<file path="config.mk">
export PLATFORM = sky130hd
export DESIGN_NAME = alu_cmd_sequencer_flat
export DESIGN_NICKNAME = d
export VERILOG_FILES = /design/src/rtl/alu_cmd_sequencer_if.sv /design/src/rtl/alu_cmd_sequencer.sv /design/src/flat_wrapper.sv
export SDC_FILE = /design/constraint.sdc
export NUM_CORES = 1
export LEC_CHECK = 0
export ABC_CLOCK_PERIOD_IN_PS = 2100
export CORE_ASPECT_RATIO = 1.5
export CORE_UTILIZATION = 55
export DETAILED_ROUTE_END_ITERATION = 10
export GPL_TIMING_DRIVEN = 0
export HOLD_SLACK_MARGIN = 0.05
export PLACE_DENSITY = 0.77
export SLEW_MARGIN = 30
export SYNTH_ARGS = -nofsm -noshare
export SYNTH_HDL_FRONTEND = slang
export SYNTH_SLANG_ARGS = --single-unit
</file>
<file path="constraint.sdc">
create_clock -name clk -period 2.1 [get_ports clk]
set_input_delay 0.42 -clock clk [delete_from_list [all_inputs] [get_ports clk]]
set_output_delay 0.42 -clock clk [all_outputs]
set_load 0.005 [all_outputs]
</file>
<file path="src/rtl/alu_cmd_sequencer_if.sv">
// Command and response handshake bundle for alu_cmd_sequencer.
//  cmd_*  : command port (valid/ready) from the requester into the sequencer
//  rsp_*  : response port (valid/ready) from the sequencer back to the requester
//  master : requester side, slave : sequencer side
interface alu_cmd_sequencer_if;
  logic       cmd_valid;
  logic       cmd_ready;
  logic [3:0] cmd_opcode;
  logic [1:0] cmd_rd;
  logic [1:0] cmd_ra;
  logic [1:0] cmd_rb;
  logic [3:0] cmd_imm;

  logic       rsp_valid;
  logic       rsp_ready;
  logic [1:0] rsp_rd;
  logic [3:0] rsp_result;
  logic [4:0] rsp_flags;

  modport master (
    output cmd_valid, cmd_opcode, cmd_rd, cmd_ra, cmd_rb, cmd_imm, rsp_ready,
    input  cmd_ready, rsp_valid, rsp_rd, rsp_result, rsp_flags
  );

  modport slave (
    input  cmd_valid, cmd_opcode, cmd_rd, cmd_ra, cmd_rb, cmd_imm, rsp_ready,
    output cmd_ready, rsp_valid, rsp_rd, rsp_result, rsp_flags
  );
endinterface

</file>
<file path="src/rtl/alu_cmd_sequencer.sv">
// Initiator for alu_4bit: queues commands, reads operands from a 4x4-bit
// register file, drives the ALU, writes results back and returns responses.
// Ports:
//  clk, rst_n        clock, synchronous active-low reset
//  bus (slave)       command in (valid/ready) and response out (valid/ready)
//  alu_a/b/opcode    registered operands and opcode to alu_4bit
//  alu_result/flags  combinational alu_4bit outputs
//  op_count          completed commands, wraps 255->0
module alu_cmd_sequencer #(
  parameter int unsigned DEPTH = 4
) (
  input  logic                 clk,
  input  logic                 rst_n,
  alu_cmd_sequencer_if.slave   bus,
  output logic [3:0]           alu_a,
  output logic [3:0]           alu_b,
  output logic [3:0]           alu_opcode,
  input  logic [3:0]           alu_result,
  input  logic                 alu_zero,
  input  logic                 alu_overflow,
  input  logic                 alu_neg,
  input  logic                 alu_carry,
  input  logic                 alu_parity,
  output logic [7:0]           op_count
);

  localparam int unsigned PTR_W = (DEPTH > 1) ? $clog2(DEPTH) : 1;
  localparam int unsigned CNT_W = PTR_W + 1;
  localparam logic [3:0]  OP_LOADI = 4'b1100;

  typedef struct packed {
    logic [3:0] opcode;
    logic [1:0] rd;
    logic [1:0] ra;
    logic [1:0] rb;
    logic [3:0] imm;
  } cmd_t;

  typedef enum logic [1:0] {IDLE, ISSUE, RESPOND} state_t;

  state_t             state, state_d;
  cmd_t               mem [DEPTH];
  cmd_t               head;
  logic [PTR_W-1:0]   wr_ptr, rd_ptr;
  logic [CNT_W-1:0]   count, count_d;
  logic [3:0]         regs [4];
  logic [1:0]         cur_rd;
  logic [3:0]         cur_imm;
  logic               cur_loadi;
  logic [3:0]         wdata;
  logic               push, pop, issue, rsp_done;

  assign push  = bus.cmd_valid && bus.cmd_ready;
  assign head  = mem[rd_ptr];
  assign wdata = cur_loadi ? cur_imm : alu_result;

  // State register
  always_ff @(posedge clk) begin
    if (!rst_n) state <= IDLE;
    else        state <= state_d;
  end

  // Next state and per-cycle strobes
  always_comb begin
    state_d  = state;
    pop      = 1'b0;
    issue    = 1'b0;
    rsp_done = 1'b0;
    case (state)
      IDLE: begin
        if (count != '0) begin
          pop     = 1'b1;
          state_d = ISSUE;
        end
      end
      ISSUE: begin
        issue   = 1'b1;
        state_d = RESPOND;
      end
      RESPOND: begin
        if (bus.rsp_ready) begin
          rsp_done = 1'b1;
          state_d  = IDLE;
        end
      end
      default: state_d = IDLE;
    endcase
  end

  // FIFO occupancy after this cycle's push/pop
  always_comb begin
    count_d = count;
    if (push && !pop)      count_d = count + CNT_W'(1);
    else if (!push && pop) count_d = count - CNT_W'(1);
  end

  // FIFO storage; contents need no reset since occupancy gates every read
  always_ff @(posedge clk) begin
    if (push) mem[wr_ptr] <= '{opcode: bus.cmd_opcode, rd: bus.cmd_rd, ra: bus.cmd_ra,
                               rb: bus.cmd_rb, imm: bus.cmd_imm};
  end

  // Queue control, operand fetch, writeback and response
  always_ff @(posedge clk) begin
    if (!rst_n) begin
      wr_ptr         <= '0;
      rd_ptr         <= '0;
      count          <= '0;
      bus.cmd_ready  <= 1'b1;
      for (int i = 0; i < 4; i++) regs[i] <= '0;
      alu_a          <= '0;
      alu_b          <= '0;
      alu_opcode     <= '0;
      cur_rd         <= '0;
      cur_imm        <= '0;
      cur_loadi      <= 1'b0;
      bus.rsp_valid  <= 1'b0;
      bus.rsp_rd     <= '0;
      bus.rsp_result <= '0;
      bus.rsp_flags  <= '0;
      op_count       <= '0;
    end else begin
      count <= count_d;
      // Registered ready: refuses a push when full even if a pop happens
      bus.cmd_ready <= (count_d != CNT_W'(DEPTH));
      if (push) wr_ptr <= wr_ptr + PTR_W'(1);
      if (pop) begin
        rd_ptr     <= rd_ptr + PTR_W'(1);
        alu_a      <= regs[head.ra];
        alu_b      <= regs[head.rb];
        alu_opcode <= head.opcode;
        cur_rd     <= head.rd;
        cur_imm    <= head.imm;
        cur_loadi  <= (head.opcode == OP_LOADI);
      end
      if (issue) begin
        regs[cur_rd]   <= wdata;
        bus.rsp_result <= wdata;
        bus.rsp_rd     <= cur_rd;
        bus.rsp_valid  <= 1'b1;
        op_count       <= op_count + 8'(1);
        // LOADI bypasses the ALU, so the previous flags are kept
        if (!cur_loadi)
          bus.rsp_flags <= {alu_parity, alu_carry, alu_neg, alu_overflow, alu_zero};
      end
      if (rsp_done) bus.rsp_valid <= 1'b0;
    end
  end

endmodule

</file>
<file path="src/flat_wrapper.sv">
// flat-port wrapper written by rule: the top's interface ports become plain ports
module alu_cmd_sequencer_flat 
#(
  parameter int unsigned DEPTH = 4
)
  (clk, rst_n, alu_a, alu_b, alu_opcode, alu_result, alu_zero, alu_overflow, alu_neg, alu_carry, alu_parity, op_count, bus_cmd_valid, bus_cmd_opcode, bus_cmd_rd, bus_cmd_ra, bus_cmd_rb, bus_cmd_imm, bus_rsp_ready, bus_cmd_ready, bus_rsp_valid, bus_rsp_rd, bus_rsp_result, bus_rsp_flags);
  alu_cmd_sequencer_if bus_i ();
  input  logic clk;
  input  logic rst_n;
  output logic [3:0] alu_a;
  output logic [3:0] alu_b;
  output logic [3:0] alu_opcode;
  input  logic [3:0] alu_result;
  input  logic alu_zero;
  input  logic alu_overflow;
  input  logic alu_neg;
  input  logic alu_carry;
  input  logic alu_parity;
  output logic [7:0] op_count;
  input wire logic [$bits(bus_i.cmd_valid)-1:0] bus_cmd_valid;
  input wire logic [$bits(bus_i.cmd_opcode)-1:0] bus_cmd_opcode;
  input wire logic [$bits(bus_i.cmd_rd)-1:0] bus_cmd_rd;
  input wire logic [$bits(bus_i.cmd_ra)-1:0] bus_cmd_ra;
  input wire logic [$bits(bus_i.cmd_rb)-1:0] bus_cmd_rb;
  input wire logic [$bits(bus_i.cmd_imm)-1:0] bus_cmd_imm;
  input wire logic [$bits(bus_i.rsp_ready)-1:0] bus_rsp_ready;
  output wire logic [$bits(bus_i.cmd_ready)-1:0] bus_cmd_ready;
  output wire logic [$bits(bus_i.rsp_valid)-1:0] bus_rsp_valid;
  output wire logic [$bits(bus_i.rsp_rd)-1:0] bus_rsp_rd;
  output wire logic [$bits(bus_i.rsp_result)-1:0] bus_rsp_result;
  output wire logic [$bits(bus_i.rsp_flags)-1:0] bus_rsp_flags;
  assign bus_i.cmd_valid = bus_cmd_valid;
  assign bus_i.cmd_opcode = bus_cmd_opcode;
  assign bus_i.cmd_rd = bus_cmd_rd;
  assign bus_i.cmd_ra = bus_cmd_ra;
  assign bus_i.cmd_rb = bus_cmd_rb;
  assign bus_i.cmd_imm = bus_cmd_imm;
  assign bus_i.rsp_ready = bus_rsp_ready;
  assign bus_cmd_ready = bus_i.cmd_ready;
  assign bus_rsp_valid = bus_i.rsp_valid;
  assign bus_rsp_rd = bus_i.rsp_rd;
  assign bus_rsp_result = bus_i.rsp_result;
  assign bus_rsp_flags = bus_i.rsp_flags;
  alu_cmd_sequencer #(.DEPTH(DEPTH)) u_core (.clk(clk), .rst_n(rst_n), .bus(bus_i), .alu_a(alu_a), .alu_b(alu_b), .alu_opcode(alu_opcode), .alu_result(alu_result), .alu_zero(alu_zero), .alu_overflow(alu_overflow), .alu_neg(alu_neg), .alu_carry(alu_carry), .alu_parity(alu_parity), .op_count(op_count));
endmodule
</file>
* Word-level counts from Yosys, hierarchy flattened
Memory sizes are Yosys's and may differ from the RTL's. A register that Yosys moved wholly into a read port is not among the register bits. Cells that the tools add are included.
Cells by class: add/sub/neg operators 5, $lt $le $gt $ge 0, muxes and demuxes 22, reduce and logical (&&, ||, !) cells 13, equality and inequality tests 6, multipliers 0, div/mod/pow operators 0, shift-type cells 0, bitwise logic cells 2
Operator list (count):
- $mux W1 | 12
- $mux W2 | 5
- $add A8 B1 Y8 const B | 1
- $mux W4 | 2
- $mux W3 | 2
- $pmux W2 S3 | 1
- $add A2 B1 Y2 const B | 2
- $eq A4 B4 Y1 const B | 1
- $logic_not A1 Y1 | 4
- $reduce_and A2 Y1 | 2
- $reduce_or A4 Y1 | 1
- $add A3 B1 Y3 const B | 1
- $logic_and A1 B1 Y1 | 3
- $ne A3 B3 Y1 const B | 1
- $reduce_bool A3 Y1 | 1
- $sub A3 B1 Y3 const B | 1
- $eq A2 B1 Y1 const B | 1
- $eq A2 B2 Y1 const B | 1
- $logic_not A2 Y1 | 1
- $ne A2 B1 Y1 const B | 1
- $ne A2 B2 Y1 const B | 1
- $not A1 Y1 | 2
- $reduce_or A2 Y1 | 1
Storage, ports and cells: word-level logic and storage cells 64, bits in latches 0, ROM bits 0, memories 2, register bits after elaboration 41, bits in writable memories 72, input bits 27, output and inout port bits 33
Memories:
- u_core.mem | depth 4, width 14, rd ports 1, clocked after memory_dff 1, wr ports 1, RTL line alu_cmd_sequencer.sv:42 | cmd_t mem [DEPTH];
- u_core.regs | depth 4, width 4, rd ports 2, clocked after memory_dff 2, wr ports 4, RTL line alu_cmd_sequencer.sv:46 | logic [3:0] regs [4];

* Longest topological paths before layout
word-level depth 7, gate-level depth with buffers 7, gate-level depth less buffers 6

* Worst setup path after synthesis
No wires, ideal clock.
path kind input-to-reg, start in rst_n, end mem u_core.regs[1][0] (enable), data required time 1792 ps, stages 4, library setup time 308 ps, arrival time 1518 ps, setup slack 274 ps, path buffers 1, cells stage by stage clkbuf_1 -> nand3b_1 -> or3b_2 -> nand2_1
RTL lines:
- from (decl) | RTL line flat_wrapper.sv:9 | input logic rst_n;
- to (decl) | RTL line alu_cmd_sequencer.sv:46

==> results.yml <==
route:
  via_count: 3316
  drtAntennaViolNets: 0
  vias_per_cell: 5.75
  dr.pass1.iters: 4
  post_drt_wl_per_cell_microns: 18.1
  wirelength_microns: 10400
  drtIter0Drc: 154
  drc_errors: 0
clock_tree:
  cts_resized: 0
  cts_made_buffers: 17
  clockBufferDepth: 2
  holdBufCountCts: 0
  ctsRootBufferMaster: "clkbuf_16"
  htree_levels: 4
  path_clk_slew_ps: 60
  cts.sinks: 123
  clk_latency_ps: 410
  cts_setup_buffers: 0
  cts_tree: "done"
sta:
  slew_violations: 0
  skew_ps: 7.86
  min_period_over_period_pct: 92.1
  finalWorstSetupSlack_ps: 165
  max_freq_ghz: 0.517
  slew_headroom_pct: 49.0
  setup_viol: 0
  whs_ps: 458
  worst_slew_pin_slew_ps: 765
  finalHoldViolations: 0
  tns_ps: 0
  min_period_ps: 1930
  rsz0062_at_grt: "no"
finish:
  final_nets: 489
  fillers: 582
  multi_input_area_sq_mm: 0.00163
  n_antenna_cell: 0
  register_area_sq_mm: 0.00318
  area_growth_pct: 26.6
  drive_gt1_share_pct: 9.85
global_routing:
  antenna_found_initial: 0
  grt_pass1_wl_microns: 16400
  grt_overflow_total: 0
  track_usage_pct: 24.2
  grt_pass1_vias: 3334
  grt_max_degree: 17
power_and_ir_drop:
  p_total_mw: 8.43
  powerDensity_mw_per_mm2: 1340
  power.static_leakage_nw: 2.24
  ir_drop_mv: 0.957
synth:
  yosys.area.top_type: "edfxtp_1"
  synth_nets: 412
  synth_cell_types: 42
  ys_top_cells_by_area: "edfxtp_1 44%, dfxtp_1 21%, mux2i_1 4.0%"
  syn_inst: 377
  synth_edf_count: 72
  yosysSeqAreaShare_pct: 64.3
  mappedNetlistArea_sq_mm: 0.00495
  ys_warn_count: 0
  ys_ff_latch: 123
  synth_ff_type: "edfxtp_1"
  async_flop_share_pct: 0
  synth_top_area_share_pct: 43.7
  avgSynthCellArea_sq_um: 13.1
worst_hold_path:
  hp-class: "reg2reg"
  hp-start: "u_core.alu_opcode[0]"
worst_setup_path:
  arrival_ps: 2270
  path_class: "reg2reg"
  crit_path_start_kind: "flop"
  cp_max_fo: 10
  required_ps: 2440
  end_kind: "flop"
floorplan:
  die_area_sq_mm: 0.00939
  die_h_microns: 118
  fp.dieW_microns: 79.5
  start_util_pct: 56.4
  io_pins: 60
  coreArea_sq_mm: 0.00878
  rows: 42
place:
  io_buffers: 58
  dp_hpwl_microns: 7050
  gp_congestion: 0.830
  pre_cts_slack_ps: -58.4
flow_run:
  cap_violations: 0
outcome:
  status: "complete, no violations"
## per-stage QoR
stage / utilization (%) / instance area, sq um / cells
after floorplan: - / 4950 / 377
after global placement: 64.6 / 5670 / 545
after detailed placement: 64.6 / 5670 / 545
after CTS: 71.4 / 6270 / 577
after global routing: 71.4 / 6270 / 577
final: 71.4 / 6270 / 577
## where the power goes
group / switching (mW) / total [mW] / leakage [nW] / internal, mW
sequential: 0.276 / 3.29 / 1.10 / 3.01
clock: 1.03 / 2.90 / 0.278 / 1.86
combinational: 1.20 / 2.24 / 0.867 / 1.04
total: 2.51 / 8.43 / 2.24 / 5.92
## metal layers
metal / part of all wire (%) / global-route usage [%] / wire length, microns / vias to the layer above
met5: 0 / 0 / 0 / -
met4: 3.5 / 14.2 / 364 / 0
met3: 3.3 / 5.41 / 348 / 29
met2: 56 / 44.1 / 5840 / 89
met1: 37 / 24.3 / 3870 / 1643
li1: - / - / - / 1555
## final timing paths
path	end	slack, ps	cells past startpoint
max	u_core.cur_loadi	170	6
min	u_core.alu_opcode[0]	460	2
max reg2reg	u_core.cur_loadi	170	6
min reg2reg	u_core.alu_opcode[0]	460	2
## sequential cells by signal, summed over array words and instances (netlist names), named ones only
| register | cells |
|---|---|
| u_core.alu_a | 4 |
| u_core.alu_b | 4 |
| u_core.alu_opcode | 4 |
| u_core.bus.cmd_ready | 1 |
| u_core.bus.rsp_flags | 5 |
| u_core.bus.rsp_rd | 2 |
| u_core.bus.rsp_result | 4 |
| u_core.bus.rsp_valid | 1 |
| u_core.count | 3 |
| u_core.cur_imm | 4 |
| u_core.cur_loadi | 1 |
| u_core.cur_rd | 2 |
| u_core.mem | 56 |
| u_core.op_count | 8 |
| u_core.rd_ptr | 2 |
| u_core.regs | 16 |
| u_core.state | 2 |
| u_core.wr_ptr | 2 |
## synth_stat cells, drive strengths merged (2+ instances only)
cell and instances:
a211oi 6, a21oi 24, nand4 4, ha 8
xnor2 4, nor2b 2, or3 4, buf 8
and3 6, mux2i 20, nand2b 2, nand3 12
and4 3, dfxtp 51, mux4 14, edfxtp 72
o21ai 11, xor2 5, clkbuf 11, nor2 38
o221ai 8, nor3 3, nand2 45, inv 6
## cell families after synthesis
kind of cell             count (synthesis)  synth area share, %
adder cells (fa/ha/maj)                  8                 2.02
flip-flops                             123                 64.3
AO/OA/AOI/OAI                           52                 6.49
buffers and inverters                   26                 2.73
AND/OR/NAND/NOR                        124                 11.5
multiplexers                            34                 10.9
XOR/XNOR                                10                 2.05
## final cells by class
cell class	instances	area share, %
sequential	123	50.8
multi-input combinational	228	26.0
timing repair buffer	58	9.26
clock buffer	18	6.84
clock inverter	14	2.73
tap	110	2.20
buffer	19	1.74
inverter	7	0.419
## critical path, stage by stage, from the launching register on
cell and delay, ps:
dfxtp_1 340, buf_6 150, buf_12 150, mux4_2 520
nor4bb_1 410, nand2_1 150, a21oi_2 160
## placed cells by master, fill, tap and decap left out, drive strengths merged, types with 8 or more instances in the layout
master,count
buf,8
mux4,14
nand2,45
a21oi,24
o221ai,8
clkdlybuf4s50,58
o21ai,11
mux2i,20
nand3,12
clkbuf,29
edfxtp,72
dfxtp,51
ha,8
nor2,38
(Power assumes the default switching activity.)
